<file path="src/rtl/div_pkg.sv">
// Shared types and field positions for the divider result collector.
// Optional error checking is enabled with DIV_RESULT_ERRCHK_EN.
package div_pkg;

  localparam int BYTE_W      = 8;
  localparam int RES_W       = 64;
  localparam int FP_EXP_MSB  = 62;
  localparam int FP_EXP_LSB  = 55;
  localparam int FP_FRAC_MSB = 54;
  localparam int FP_FRAC_LSB = 32;

  typedef enum logic {
    MODE_DIVR2 = 1'b0,
    MODE_FP32  = 1'b1
  } mode_e;

  typedef enum logic {
    IDLE    = 1'b0,
    COLLECT = 1'b1
  } state_e;

  // One buffered result: assembled word plus the sign and mode captured with byte 0.
  typedef struct packed {
    mode_e             mode;
    logic              sign;
    logic [RES_W-1:0]  data;
  } res_entry_t;

  localparam int ENTRY_W = $bits(res_entry_t);

endpackage

</file>
<file path="src/rtl/result_fifo.sv">
// Small synchronous FIFO holding completed result words.
// A push into a full FIFO is accepted only when a pop happens on the same edge.
module result_fifo #(
  parameter int WIDTH = 66,
  parameter int DEPTH = 2
) (
  input  logic             clk,
  input  logic             rst,
  input  logic             push,
  input  logic [WIDTH-1:0] wdata,
  input  logic             pop,
  output logic [WIDTH-1:0] rdata,
  output logic             full,
  output logic             empty
);

  localparam int AW = $clog2(DEPTH);

  logic [WIDTH-1:0] mem [DEPTH];
  logic [AW:0]      wr_ptr;
  logic [AW:0]      rd_ptr;
  logic             wr_en;
  logic             rd_en;

  assign empty = (wr_ptr == rd_ptr);
  assign full  = (wr_ptr[AW] != rd_ptr[AW]) && (wr_ptr[AW-1:0] == rd_ptr[AW-1:0]);
  assign rd_en = pop && !empty;
  assign wr_en = push && (!full || rd_en);
  assign rdata = mem[rd_ptr[AW-1:0]];

  // NOTE: sequential state uses non-blocking assignments so every flop samples pre-edge values.
  always_ff @(posedge clk) begin
    if (rst) begin
      wr_ptr <= '0;
      rd_ptr <= '0;
    end else begin
      if (wr_en) wr_ptr <= wr_ptr + 1'b1;
      if (rd_en) rd_ptr <= rd_ptr + 1'b1;
    end
  end

  // NOTE: storage is not reset; the pointers define validity and the head is masked while empty.
  always_ff @(posedge clk) begin
    if (wr_en) mem[wr_ptr[AW-1:0]] <= wdata;
  end

endmodule

</file>
<file path="src/rtl/div_result_deser.sv">
// Reassembles the 8-byte result frame from the pad divider into a 64-bit word.
// Define DIV_RESULT_ERRCHK_EN to add the frame_err pulse and a saturating restart counter.
module div_result_deser #(
  parameter int BYTE_W      = 8,
  parameter int FRAME_BYTES = 8,
  parameter int FIFO_DEPTH  = 2
) (
  input  logic                     clk,
  input  logic                     rst,
  input  logic [BYTE_W-1:0]        data_in,
  input  logic                     pull_in,
  input  logic                     sign_in,
  input  logic                     select,
  output logic                     res_valid,
  input  logic                     res_ready,
  output logic [div_pkg::RES_W-1:0] res_data,
  output logic                     res_sign,
  output logic                     res_mode,
  output logic [7:0]               fp_exp,
  output logic [22:0]              fp_frac,
  output logic                     overflow
`ifdef DIV_RESULT_ERRCHK_EN
  ,
  output logic                     frame_err
`endif
);

  import div_pkg::*;

  localparam int                CNT_W    = $clog2(FRAME_BYTES);
  localparam logic [CNT_W-1:0]  LAST_CNT = CNT_W'(FRAME_BYTES - 1);
  localparam int                LAST_LSB = (FRAME_BYTES - 1) * BYTE_W;

  state_e           state_q, state_d;
  logic [CNT_W-1:0] cnt_q, cnt_d;
  logic [RES_W-1:0] asm_q;
  logic [RES_W-1:0] push_word;
  logic             sign_q;
  mode_e            mode_q;
  logic             start;
  logic             store;
  logic             push;
  logic             pop;
  logic             full;
  logic             empty;
  res_entry_t       push_entry;
  res_entry_t       head;

  // NOTE: every signal driven here gets a default first so no path can infer a latch.
  always_comb begin
    state_d = state_q;
    cnt_d   = cnt_q;
    start   = 1'b0;
    store   = 1'b0;
    push    = 1'b0;
    unique case (state_q)
      IDLE: begin
        if (pull_in) begin
          start   = 1'b1;
          state_d = COLLECT;
          cnt_d   = CNT_W'(1);
        end
      end
      COLLECT: begin
        if (cnt_q == LAST_CNT) begin
          store   = 1'b1;
          push    = 1'b1;
          cnt_d   = '0;
          state_d = pull_in ? COLLECT : IDLE;
        end else if (cnt_q == '0 || pull_in) begin
          // Mid-frame pull_in drops the partial word and restarts on this byte.
          start = 1'b1;
          cnt_d = CNT_W'(1);
        end else begin
          store = 1'b1;
          cnt_d = cnt_q + 1'b1;
        end
      end
      default: state_d = IDLE;
    endcase
  end

  always_ff @(posedge clk) begin
    if (rst) begin
      state_q <= IDLE;
      cnt_q   <= '0;
    end else begin
      state_q <= state_d;
      cnt_q   <= cnt_d;
    end
  end

  always_ff @(posedge clk) begin
    if (rst) begin
      asm_q  <= '0;
      sign_q <= 1'b0;
      mode_q <= MODE_DIVR2;
    end else begin
      if (start) begin
        asm_q[BYTE_W-1:0] <= data_in;
        sign_q            <= sign_in;
        mode_q            <= mode_e'(select);
      end
      if (store) asm_q[int'(cnt_q)*BYTE_W +: BYTE_W] <= data_in;
    end
  end

  // The last byte goes straight into the pushed word, so the push lands on its own edge.
  always_comb begin
    push_word = asm_q;
    push_word[LAST_LSB +: BYTE_W] = data_in;
  end

  assign push_entry = '{mode: mode_q, sign: sign_q, data: push_word};
  assign pop        = res_ready && !empty;

  result_fifo #(
    .WIDTH(ENTRY_W),
    .DEPTH(FIFO_DEPTH)
  ) u_fifo (
    .clk  (clk),
    .rst  (rst),
    .push (push),
    .wdata(push_entry),
    .pop  (pop),
    .rdata(head),
    .full (full),
    .empty(empty)
  );

  always_ff @(posedge clk) begin
    if (rst)                        overflow <= 1'b0;
    else if (push && full && !pop)  overflow <= 1'b1;
  end

  assign res_valid = !empty;
  assign res_data  = empty ? '0   : head.data;
  assign res_sign  = empty ? 1'b0 : head.sign;
  assign res_mode  = empty ? 1'b0 : head.mode;
  assign fp_exp    = (res_mode == MODE_FP32) ? res_data[FP_EXP_MSB:FP_EXP_LSB]   : '0;
  assign fp_frac   = (res_mode == MODE_FP32) ? res_data[FP_FRAC_MSB:FP_FRAC_LSB] : '0;

`ifdef DIV_RESULT_ERRCHK_EN
  logic       restart;
  logic [7:0] err_cnt;

  assign restart = (state_q == COLLECT) && pull_in && (cnt_q != '0) && (cnt_q != LAST_CNT);

  always_ff @(posedge clk) begin
    if (rst) begin
      frame_err <= 1'b0;
      err_cnt   <= '0;
    end else begin
      frame_err <= restart;
      if (restart && err_cnt != 8'hFF) err_cnt <= err_cnt + 1'b1;
    end
  end
`endif

endmodule
</file>
<file path="config.mk">
export PLATFORM = sky130hd
export DESIGN_NAME = div_result_deser
export DESIGN_NICKNAME = d
export VERILOG_FILES = /design/src/rtl/div_pkg.sv /design/src/rtl/result_fifo.sv /design/src/rtl/div_result_deser.sv
export SDC_FILE = /design/constraint.sdc
export NUM_CORES = 1
export LEC_CHECK = 0
export ABC_AREA = 0
export CORE_ASPECT_RATIO = 1.2
export CORE_MARGIN = 1.5
export CORE_UTILIZATION = 45
export CTS_CLUSTER_DIAMETER = 60
export CTS_CLUSTER_SIZE = 14
export DETAILED_ROUTE_END_ITERATION = 10
export DONT_BUFFER_PORTS = 1
export GPL_TIMING_DRIVEN = 0
export PLACE_DENSITY = 0.7
export SYNTH_ARGS = -nofsm -noshare
export SYNTH_HDL_FRONTEND = slang
export SYNTH_SLANG_ARGS = --single-unit
export TNS_END_PERCENT = 50
</file>
<file path="constraint.sdc">
create_clock -name clk -period 4.2 [get_ports clk]
set_clock_uncertainty 0.2 [all_clocks]
set_input_delay 0.84 -clock clk [delete_from_list [all_inputs] [get_ports clk]]
set_output_delay 0.84 -clock clk [all_outputs]
set_load 0.01 [all_outputs]
</file>
==> run metrics <==
MaxCap Viol Count=0; final setup margin=897 ps; Hold WC Path Type=reg -> reg; drt via density=5.54; asr flop ratio synth=0%; dpl cells=871; hpwl dp=12200 um; Leakage=2.79 nW; gr usage total=a little under a fifth; fin. max-slew vios=0; most frequent cell after synthesis=edfxtp_1; pwr dens=417 mW/mm^2; Highest Clock Rate=0.303 GHz; sequential fraction of design power=approximately 55%; most used flip-flop cell after synthesis=edfxtp_1; share of layout cells above drive strength 1=11.1%; post-synth top area share=48.9%; H-tree Lvls=4; total grt overflow=0; Vias=5000; Worst-Margin Slew=about 770 ps; Synth Area per Inst=roughly 13 um^2; CP Capture Type=output port; Antenna Cells=0; EDFF count, synth=~130; post-synth top area cell=edfxtp_1; combinational share of power=between 2 and 3%; Antenna Nets Post-Route=0; Crit-path slowest cell=dfxtp_1; crit-path cells=xor2_1 -> nor2_1 -> inv_1 -> nand2_1 -> buf_2 -> nor2_1; CTS buffer count=17; startpoint types=flip-flop; CP required=3160 ps; final core utilization=51.6%; global-route wire length before repair=between 20000 and 30000 um; initial core utilization=between 40% and 50%; Critical Path AT=2260 ps; pre-CTS setup slack=~1300 ps; Post-CTS Hold Buffers=0; dpl cell area=0.00849 mm^2; Worst-Skew Late Latency=about 420 ps; Nets=691; Die Y=around 150 um; RD Place Congestion=between 0.9 and 1; Area contributors post-synth=edfxtp_1, dfxtp_1, mux2i_1, nor2_1, nand3b_1; Most common cell on crit path=nor2_1; status=finished clean; area grow syn2layout=11.9%; Yosys cell types=between 40 and 50; CP Max Fanout=10; Detailed Routing Iterations Pass 1=5; post-CTS repair timing setup buffer count=0; initial antenna violation count=0; Final Hold Viols=0; largest net degree at the start of global routing=27; net count after synthesis=668; Worst path max stage delay=410 ps; RSZ-0062 raised after global routing=false; Die Wd=125 um; synthesized area=slightly above 0.008 mm^2; Yosys Warn Count=0; top post-synthesis cells by count=edfxtp_1, nor2_1, mux2i_1, dfxtp_1, nand3b_1; CTS resizes=0; Detailed Route Iter0 Violations=between 300 and 400; critical path class=reg -> out; net switching power=748 uW; sw frac=19.8%; Clk pwr share=between 40% and 50%; final WL=17400 um; root buffer cell=clkbuf_16; Core Region=0.0176 mm^2; Int Pwr=3.04 mW; register area share after synthesis=65.7%; CTS tree=done; clock buffer depth=2; final setup TNS=0 ps; Rel. slew slack=48.4%; DR WL/cell=between 15 and 20 um; Final setup viols=0; clock sink total=200; PortBufs=0; min cycle time layout=3300 ps; Die ar.=0.0188 mm^2; # rows=53; Final Cycle Share=78.6%; DR DRC count=0; Clock Pin Slew Worst Setup and Hold Paths=70 ps; Peak VDD IR=around 0.26 mV; Gate Count Post-Synth=~650; Ports=113; fillers=1459; FF+latch count, synth=200; Layout Cells excl Fill=902; vias in the first global route=about 5000; fin area=0.00906 mm^2
[per-stage QoR]
stage / power [mW] / hold slack [ps]
final: 3.78 / 261
after global routing: 3.88 / 276
after CTS: 3.80 / 267
after detailed placement: 2.24 / 245
after global placement: 2.23 / 234
after floorplan: 2.21 / 225
[per-layer routing]
metal / vias to the layer above / GRT usage, % / share of wire, %
met1: 2464 / 21.4 / 40
met4: 0 / 6.36 / 1.8
met2: 159 / 33.1 / 53
met3: 20 / 4.58 / 5.8
met5: - / 0 / 0
li1: 2357 / - / -
[cells in the final DEF, fill, tap and decap left out, types with 3 or more instances in the layout]
cell         n
edfxtp_1   132
nor2_1     109
mux2i_1     75
dfxtp_1     68
nand3b_1    40
nand2_1     35
buf_2       27
nand2b_1    25
o21ai_0     21
o21ai_1     19
clkbuf_16   17
clkbuf_1    13
nor3_1      10
inv_1        8
nand3_1      7
ha_1         7
a21oi_1      6
o41ai_1      5
xor2_1       4
nand4_1      4
o31ai_2      3
o31ai_1      3
[path summary, 6_finish.rpt]
kind	start	to	slack, ps	cells after the start
setup / recovery	u_fifo.wr_ptr[0]	fp_exp[3]	900	6
hold / removal	asm_q[4]	u_fifo.mem[1][4]	260	0
setup reg to reg	cnt_q[1]	u_fifo.mem[1][22]	1400	7
hold reg to reg	asm_q[4]	u_fifo.mem[1][4]	260	0
[power by group through the flow]
stage                     Sequential (mW)  Combinational [mW]  Clock [mW]
after floorplan                      2.14              0.0786           0
after global placement               2.14              0.0970           0
after detailed placement             2.14               0.101           0
after CTS                            2.09               0.102        1.61
after global routing                 2.09               0.111        1.68
final                                2.09               0.102        1.59
[flip-flops by register name, summed over array words and instances, names as in the netlist, named ones only]
register,count
state_q,1
cnt_q,3
sign_q,1
asm_q,56
overflow,1
mode_q,1
u_fifo.rd_ptr,2
u_fifo.wr_ptr,2
u_fifo.mem,132
[worst max-delay path: cells and delay by family (launching register included)]
family        cells  cell delay, ps
flops             1             410
simple gates      3             650
buf+inv           2             440
xor+xnor          1             320
[area by class of cell]
class                      instances  area [um^2]  share of cell area (%)
sequential                       200         5330                    58.7
multi-input combinational        399         2560                    28.3
clock buffer                      22          464                    5.12
tap                              220          275                    3.04
buffer                            40          199                    2.19
clock inverter                     9          115                    1.27
timing repair buffer               4         95.1                    1.05
inverter                           8         30.0                   0.331
[cell families after synthesis]
kind of cell,after synthesis,synth area share [%]
simple gates,247,15.4
xor+xnor,6,0.649
buf+inv,48,2.83
flops,200,65.7
mux,76,9.41
compound gates,63,4.90
fa+ha+maj,7,1.08
(Power assumes the default switching activity.)
